## config.mk

```make
export PLATFORM = sky130hd
export DESIGN_NAME = cla16_seq_wide_adder_flat
export DESIGN_NICKNAME = d
export VERILOG_FILES = /design/src/rtl/cla16_seq_wide_adder_if.sv /design/src/rtl/cla16_seq_wide_adder.sv /design/src/flat_wrapper.sv
export SDC_FILE = /design/constraint.sdc
export NUM_CORES = 1
export LEC_CHECK = 0
export ABC_AREA = 1
export ABC_CLOCK_PERIOD_IN_PS = 22600
export BUFFER_PORTS_ARGS = -buffer_cell sky130_fd_sc_hd__buf_2
export CORE_AREA = 2 2 143 145
export DETAILED_ROUTE_END_ITERATION = 10
export DIE_AREA = 0 0 145 147
export PLACE_DENSITY = 0.68
export SYNTH_ARGS = -nofsm -noshare
export SYNTH_HDL_FRONTEND = slang
export SYNTH_SLANG_ARGS = --single-unit
```

## constraint.sdc

```tcl
create_clock -name clk -period 22.6 [get_ports clk]
set_input_delay 4.52 -clock clk [delete_from_list [all_inputs] [get_ports clk]]
set_output_delay 4.52 -clock clk [all_outputs]
set_load 0.03 [all_outputs]
```

## src/rtl/cla16_seq_wide_adder_if.sv

```systemverilog
`default_nettype none
// ============================================================================
//  Module   : cla16_seq_wide_adder_if
//  Brief    : Request/response bundle for the sequential wide adder.
//  Revision : 1.0
// ============================================================================
interface cla16_seq_wide_adder_if #(
    parameter int SLICES = 4
);
    localparam int W = 16 * SLICES;

    logic         in_valid;
    logic         in_ready;
    logic [W-1:0] a;
    logic [W-1:0] b;
    logic         sub;
    logic         out_valid;
    logic         out_ready;
    logic [W-1:0] sum;
    logic         cout;
    logic         overflow;
    logic         busy;

    modport master (
        output in_valid, a, b, sub, out_ready,
        input  in_ready, out_valid, sum, cout, overflow, busy
    );

    modport slave (
        input  in_valid, a, b, sub, out_ready,
        output in_ready, out_valid, sum, cout, overflow, busy
    );
endinterface
`default_nettype wire

```

## src/rtl/cla16_seq_wide_adder.sv

```systemverilog
`default_nettype none
// ============================================================================
//  Module   : cla16_seq_wide_adder
//  Brief    : Multi-cycle W=16*SLICES add/sub sharing one 16-bit rippled CLA.
//  Revision : 1.0
// ============================================================================
module cla16_seq_wide_adder #(
    parameter int SLICES = 4
) (
    input  wire logic             clk,
    input  wire logic             rst_n,
    cla16_seq_wide_adder_if.slave bus
);
    localparam int W     = 16 * SLICES;
    localparam int IDX_W = (SLICES > 1) ? $clog2(SLICES) : 1;
    localparam logic [IDX_W-1:0] LAST_IDX = IDX_W'(SLICES - 1);

    localparam logic [1:0] S_IDLE = 2'd0;
    localparam logic [1:0] S_RUN  = 2'd1;
    localparam logic [1:0] S_DONE = 2'd2;

    logic [1:0]       state;
    logic [1:0]       state_nxt;
    logic [IDX_W-1:0] idx;
    logic [W-1:0]     a_reg;
    logic [W-1:0]     b_reg;
    logic [W-1:0]     sum_reg;
    logic             carry_reg;
    logic             cout_reg;
    logic             ovf_reg;
    logic             out_valid_reg;
    logic             in_ready_c;
    logic             busy_c;
    logic             accept;
    logic             result_taken;

    logic [15:0]      add_a;
    logic [15:0]      add_b;
    logic [15:0]      add_s;
    logic             add_cout;
    logic             blk_c [0:4];

    assign accept       = bus.in_valid & in_ready_c;
    assign result_taken = out_valid_reg & bus.out_ready;

    // ------------------------------------------------------------------
    // Control FSM
    // ------------------------------------------------------------------
    always_ff @(posedge clk) begin
        if (!rst_n) begin
            state <= S_IDLE;
        end else begin
            state <= state_nxt;
        end
    end

    always_comb begin
        state_nxt = state;
        case (state)
            S_IDLE:  if (accept)          state_nxt = S_RUN;
            S_RUN:   if (idx == LAST_IDX) state_nxt = S_DONE;
            S_DONE:  if (result_taken)    state_nxt = S_IDLE;
            default:                      state_nxt = S_IDLE;
        endcase
    end

    always_comb begin
        in_ready_c = 1'b0;
        busy_c     = 1'b0;
        case (state)
            S_IDLE:  in_ready_c = 1'b1;
            S_RUN:   busy_c     = 1'b1;
            S_DONE:  busy_c     = 1'b1;
            default: in_ready_c = 1'b0;
        endcase
    end

    // ------------------------------------------------------------------
    // Slice select into the shared adder
    // ------------------------------------------------------------------
    always_comb begin
        add_a = 16'h0000;
        add_b = 16'h0000;
        for (int i = 0; i < SLICES; i++) begin
            if (idx == IDX_W'(i)) begin
                add_a = a_reg[i*16 +: 16];
                add_b = b_reg[i*16 +: 16];
            end
        end
    end

    // ------------------------------------------------------------------
    // Shared 16-bit adder: four 4-bit lookahead groups with rippled
    // group carries (CLARippledAdder16 structure).
    // ------------------------------------------------------------------
    assign blk_c[0] = carry_reg;
    assign add_cout = blk_c[4];

    for (genvar blk = 0; blk < 4; blk++) begin : g_cla_blk
        logic [3:0] p;
        logic [3:0] g;
        logic [3:0] c;

        assign p = add_a[blk*4 +: 4] ^ add_b[blk*4 +: 4];
        assign g = add_a[blk*4 +: 4] & add_b[blk*4 +: 4];

        assign c[0] = blk_c[blk];
        assign c[1] = g[0] | (p[0] & c[0]);
        assign c[2] = g[1] | (p[1] & g[0]) | (p[1] & p[0] & c[0]);
        assign c[3] = g[2] | (p[2] & g[1]) | (p[2] & p[1] & g[0])
                    | (p[2] & p[1] & p[0] & c[0]);
        assign blk_c[blk+1] = g[3] | (p[3] & g[2]) | (p[3] & p[2] & g[1])
                            | (p[3] & p[2] & p[1] & g[0])
                            | (p[3] & p[2] & p[1] & p[0] & c[0]);

        assign add_s[blk*4 +: 4] = p ^ c;
    end

    // ------------------------------------------------------------------
    // Datapath: operand latch, per-slice result write, result flags
    // ------------------------------------------------------------------
    always_ff @(posedge clk) begin
        if (!rst_n) begin
            idx           <= '0;
            carry_reg     <= 1'b0;
            sum_reg       <= '0;
            cout_reg      <= 1'b0;
            ovf_reg       <= 1'b0;
            out_valid_reg <= 1'b0;
        end else begin
            case (state)
                S_IDLE: begin
                    if (accept) begin
                        a_reg     <= bus.a;
                        b_reg     <= bus.sub ? ~bus.b : bus.b;
                        carry_reg <= bus.sub;
                        idx       <= '0;
                    end
                end
                S_RUN: begin
                    for (int i = 0; i < SLICES; i++) begin
                        if (idx == IDX_W'(i)) begin
                            sum_reg[i*16 +: 16] <= add_s;
                        end
                    end
                    carry_reg <= add_cout;
                    if (idx == LAST_IDX) begin
                        // Sign of the result is add_s[15] on the top slice.
                        cout_reg      <= add_cout;
                        ovf_reg       <= (a_reg[W-1] == b_reg[W-1]) &
                                         (add_s[15] != a_reg[W-1]);
                        out_valid_reg <= 1'b1;
                    end else begin
                        idx <= idx + 1'b1;
                    end
                end
                S_DONE: begin
                    if (result_taken) begin
                        out_valid_reg <= 1'b0;
                    end
                end
                default: begin
                    out_valid_reg <= 1'b0;
                end
            endcase
        end
    end

    assign bus.in_ready  = in_ready_c;
    assign bus.busy      = busy_c;
    assign bus.out_valid = out_valid_reg;
    assign bus.sum       = sum_reg;
    assign bus.cout      = cout_reg;
    assign bus.overflow  = ovf_reg;

endmodule
`default_nettype wire

```

## src/flat_wrapper.sv

```systemverilog
// flat-port wrapper written by rule: the top's interface ports become plain ports
module cla16_seq_wide_adder_flat 
#(
    parameter int SLICES = 4
)
  (clk, rst_n, bus_in_valid, bus_a, bus_b, bus_sub, bus_out_ready, bus_in_ready, bus_out_valid, bus_sum, bus_cout, bus_overflow, bus_busy);
  cla16_seq_wide_adder_if #(.SLICES(SLICES)) bus_i ();
  input  wire logic clk;
  input  wire logic rst_n;
  input wire logic [$bits(bus_i.in_valid)-1:0] bus_in_valid;
  input wire logic [$bits(bus_i.a)-1:0] bus_a;
  input wire logic [$bits(bus_i.b)-1:0] bus_b;
  input wire logic [$bits(bus_i.sub)-1:0] bus_sub;
  input wire logic [$bits(bus_i.out_ready)-1:0] bus_out_ready;
  output wire logic [$bits(bus_i.in_ready)-1:0] bus_in_ready;
  output wire logic [$bits(bus_i.out_valid)-1:0] bus_out_valid;
  output wire logic [$bits(bus_i.sum)-1:0] bus_sum;
  output wire logic [$bits(bus_i.cout)-1:0] bus_cout;
  output wire logic [$bits(bus_i.overflow)-1:0] bus_overflow;
  output wire logic [$bits(bus_i.busy)-1:0] bus_busy;
  assign bus_i.in_valid = bus_in_valid;
  assign bus_i.a = bus_a;
  assign bus_i.b = bus_b;
  assign bus_i.sub = bus_sub;
  assign bus_i.out_ready = bus_out_ready;
  assign bus_in_ready = bus_i.in_ready;
  assign bus_out_valid = bus_i.out_valid;
  assign bus_sum = bus_i.sum;
  assign bus_cout = bus_i.cout;
  assign bus_overflow = bus_i.overflow;
  assign bus_busy = bus_i.busy;
  cla16_seq_wide_adder #(.SLICES(SLICES)) u_core (.clk(clk), .rst_n(rst_n), .bus(bus_i));
endmodule
```

==> flow_summary.yaml <==
outcome:
  outcome: "finished clean"
drt:
  viasPerCell: 5.01
  antenna_left: 0
  postRouteWirelength_um: 20600
  drc_errors: 0
  drtIter0Drc: 410
  wl_per_cell_um: 16.0
  firstDrtPassIters: 5
  vias: 6443
global_routing:
  antenna_found_initial: 0
  grt_pass1_vias: 6043
  grt_max_degree: 95
  grt_pass1_wl_um: 31800
  track_usage: 0.193
  grt-ovfl-total: 0
clock_network:
  cts.clk_slew.worst_paths_ns: 0.07
  postCtsSetupBuffers: 0
  cts_hold_buf: 0
  insertion_delay_ns: 0.44
  clock-sinks: 200
  cts_resized: 0
  cts_root_buf: "clkbuf_16"
  clk_path_buf_depth: 2
  cts-buffers-inserted: 17
  htreeDepth: 4
  cts_tree: "done"
synth:
  yosys.area.top_type: "edfxtp_1"
  yosysUniqueCellTypes: 35
  synth_nets: 984
  ys_ff_latch: 200
  synth_top_area_frac: 0.437
  synth-edff-count: 128
  ys.flop_type: "edfxtp_1"
  async_flop_share: 0
  synth_area_leaders: "edfxtp_1 (44%), dfxtp_1 (16%), xor2_1 (6.8%)"
  netlist_area_um2: 8800
  yosysWarningCount: 0
  syn_avg_cell_area_um2: 10.7
  seq_area_frac_synth: 0.601
  netlist_instances: 824
timing:
  clock_skew_ns: 0.0132
  hold_violations: 0
  fmax_mhz: 131
  slew_headroom: 0.196
  setup_viol: 0
  rsz0062_at_grt: "no"
  slew_viol_final: 0
  max_slew.worst_pin.slew_ns: 1.21
  fin_crit_ns: 7.66
  timing.final.crit_share: 0.339
  tns_ns: 0
  whs_ns: 0.484
cells_and_area:
  drive_gt1_frac: 0.248
  fin_cells: 1286
  fin_nets: 1164
  final_cell_mix: "buf_2 (200), edfxtp_1 (128), nor2_1 (98)"
  n_fill_cell: 1760
  layout_commonest_cell: "buf_2"
  num_antenna_cells: 0
  final_util: 0.534
  area_growth_pct: 20.4
floorplanning:
  start_util: 0.443
  dieArea_um2: 21300
  die_w_um: 145
  core-area_um2: 19800
  fp.dieH_um: 147
  boundaryPins: 202
  rows: 52
place:
  gp_congestion: 0.817
  hpwl_um: 14500
  post-place-cells: 1255
  numPortBuffers: 201
setup_path:
  required_ns: 22.65
  r2r_start: "u_core.idx[1]"
  crit_family: "buffers and inverters"
  path_cells: "buf_2, inv_1, nor2_4, buf_4"
  cp_num_buf_inv: 3
  ff2ff_setup_slack_ns: 18.49
  slowest_stage: "buf_4"
  worstRegToRegCells: 21
  crit_path_end_kind: "flip-flop"
  setup.worst_path.start_class: "input port"
  critical_path_class: "input port to flip-flop"
  worstReg2RegEnd: "u_core.bus.sum[61]"
  cpPeakStageDelay_ns: 0.98
  cp_max_fo: 94
  arrival_ns: 7.71
power_and_ir_drop:
  p_leak_nw: 4.73
  power_density_nw_per_um2: 124
  vdd_drop_max_mv: 0.0553
  total_power_mw: 1.31
min_path:
  hold_path_startpoint: "u_core.bus.sum[32]"
  hold_depth: 2
  hp-class: "flip-flop to flip-flop"
  hold_end: "u_core.bus.sum[32]"
run:
  drv_cap: 0
worst register-to-register path: stages, from the launching register on:
cell     delay [ns]
dfxtp_1        0.38
inv_1          0.08
ha_1           0.21
nor2_2         0.53
buf_4          0.41
a22oi_1        0.12
nand2_1        0.08
o21ai_0        0.10
a21oi_1        0.31
ha_1           0.22
nor2_1         0.04
nand2_1        0.10
nand3_2        0.08
nand2_2        0.09
nand2_2        0.05
nand2_2        0.10
nand2_2        0.06
nand2_2        0.09
inv_1          0.06
fa_1           0.37
xor2_1         0.37
a21oi_1        0.12
power by group:
group,internal (mW),switching [mW]
clock,0.175,0.136
combinational,0.167,0.365
sequential,0.447,0.0188
total,0.789,0.520
metrics by stage:
stage / setup WS [ns] / cell area (um^2)
4_1_cts: 14.92 / 10600
3_5_place_dp: 14.46 / 10000
3_3_place_gp: 14.53 / 10000
2_1_floorplan: 11.48 / 8800
5_1_grt: 14.65 / 10600
6_report: 14.94 / 10600
logic make-up (layout without fill, tap and decap cells):
family	Yosys count	in the layout	synth area share
AND/OR/NAND/NOR	211	211	0.0981
flip-flops	200	200	0.601
AO/OA/AOI/OAI	197	197	0.133
buffers and inverters	116	308	0.0528
XOR/XNOR	73	73	0.0735
adder cells (fa/ha/maj)	27	27	0.0418
area by class of cell:
| type | instances | area [um^2] | area share |
|---|---|---|---|
| Clock inverter | 13 | 166 | 0.0157 |
| Clock buffer | 18 | 429 | 0.0405 |
| Timing Repair Buffer | 207 | 1050 | 0.0995 |
| Tap cell | 270 | 338 | 0.0319 |
| Multi-Input combinational cell | 508 | 3060 | 0.289 |
| Inverter | 70 | 263 | 0.0248 |
| Sequential cell | 200 | 5290 | 0.499 |
worst max-delay path by stage:
| stage | from | to | depth (start not counted) |
|---|---|---|---|
| after global placement | rst_n | u_core.a_reg[13] | 4 |
| after CTS | rst_n | u_core.a_reg[13] | 4 |
| after global routing | rst_n | u_core.a_reg[29] | 4 |
| after floorplan | rst_n | u_core.a_reg[0] | 5 |
| after detailed placement | rst_n | u_core.a_reg[61] | 4 |
| final | rst_n | u_core.a_reg[13] | 4 |
routing by layer:
metal | share of wire | track usage
met5 | 0 | 0
met4 | 0.017 | 0.0569
met3 | 0.069 | 0.0444
met2 | 0.46 | 0.307
met1 | 0.45 | 0.267
cell usage after synthesis, drive strengths merged, types with 21 or more instances:
master	instances
xor2	68
edfxtp	128
o21ai	72
nand2	81
a21oi	62
nor2	100
dfxtp	72
nand3	26
ha	23
buf	24
clkbuf	22
a22oi	21
inv	68
No activity file was read; power rests on OpenSTA's default activity.
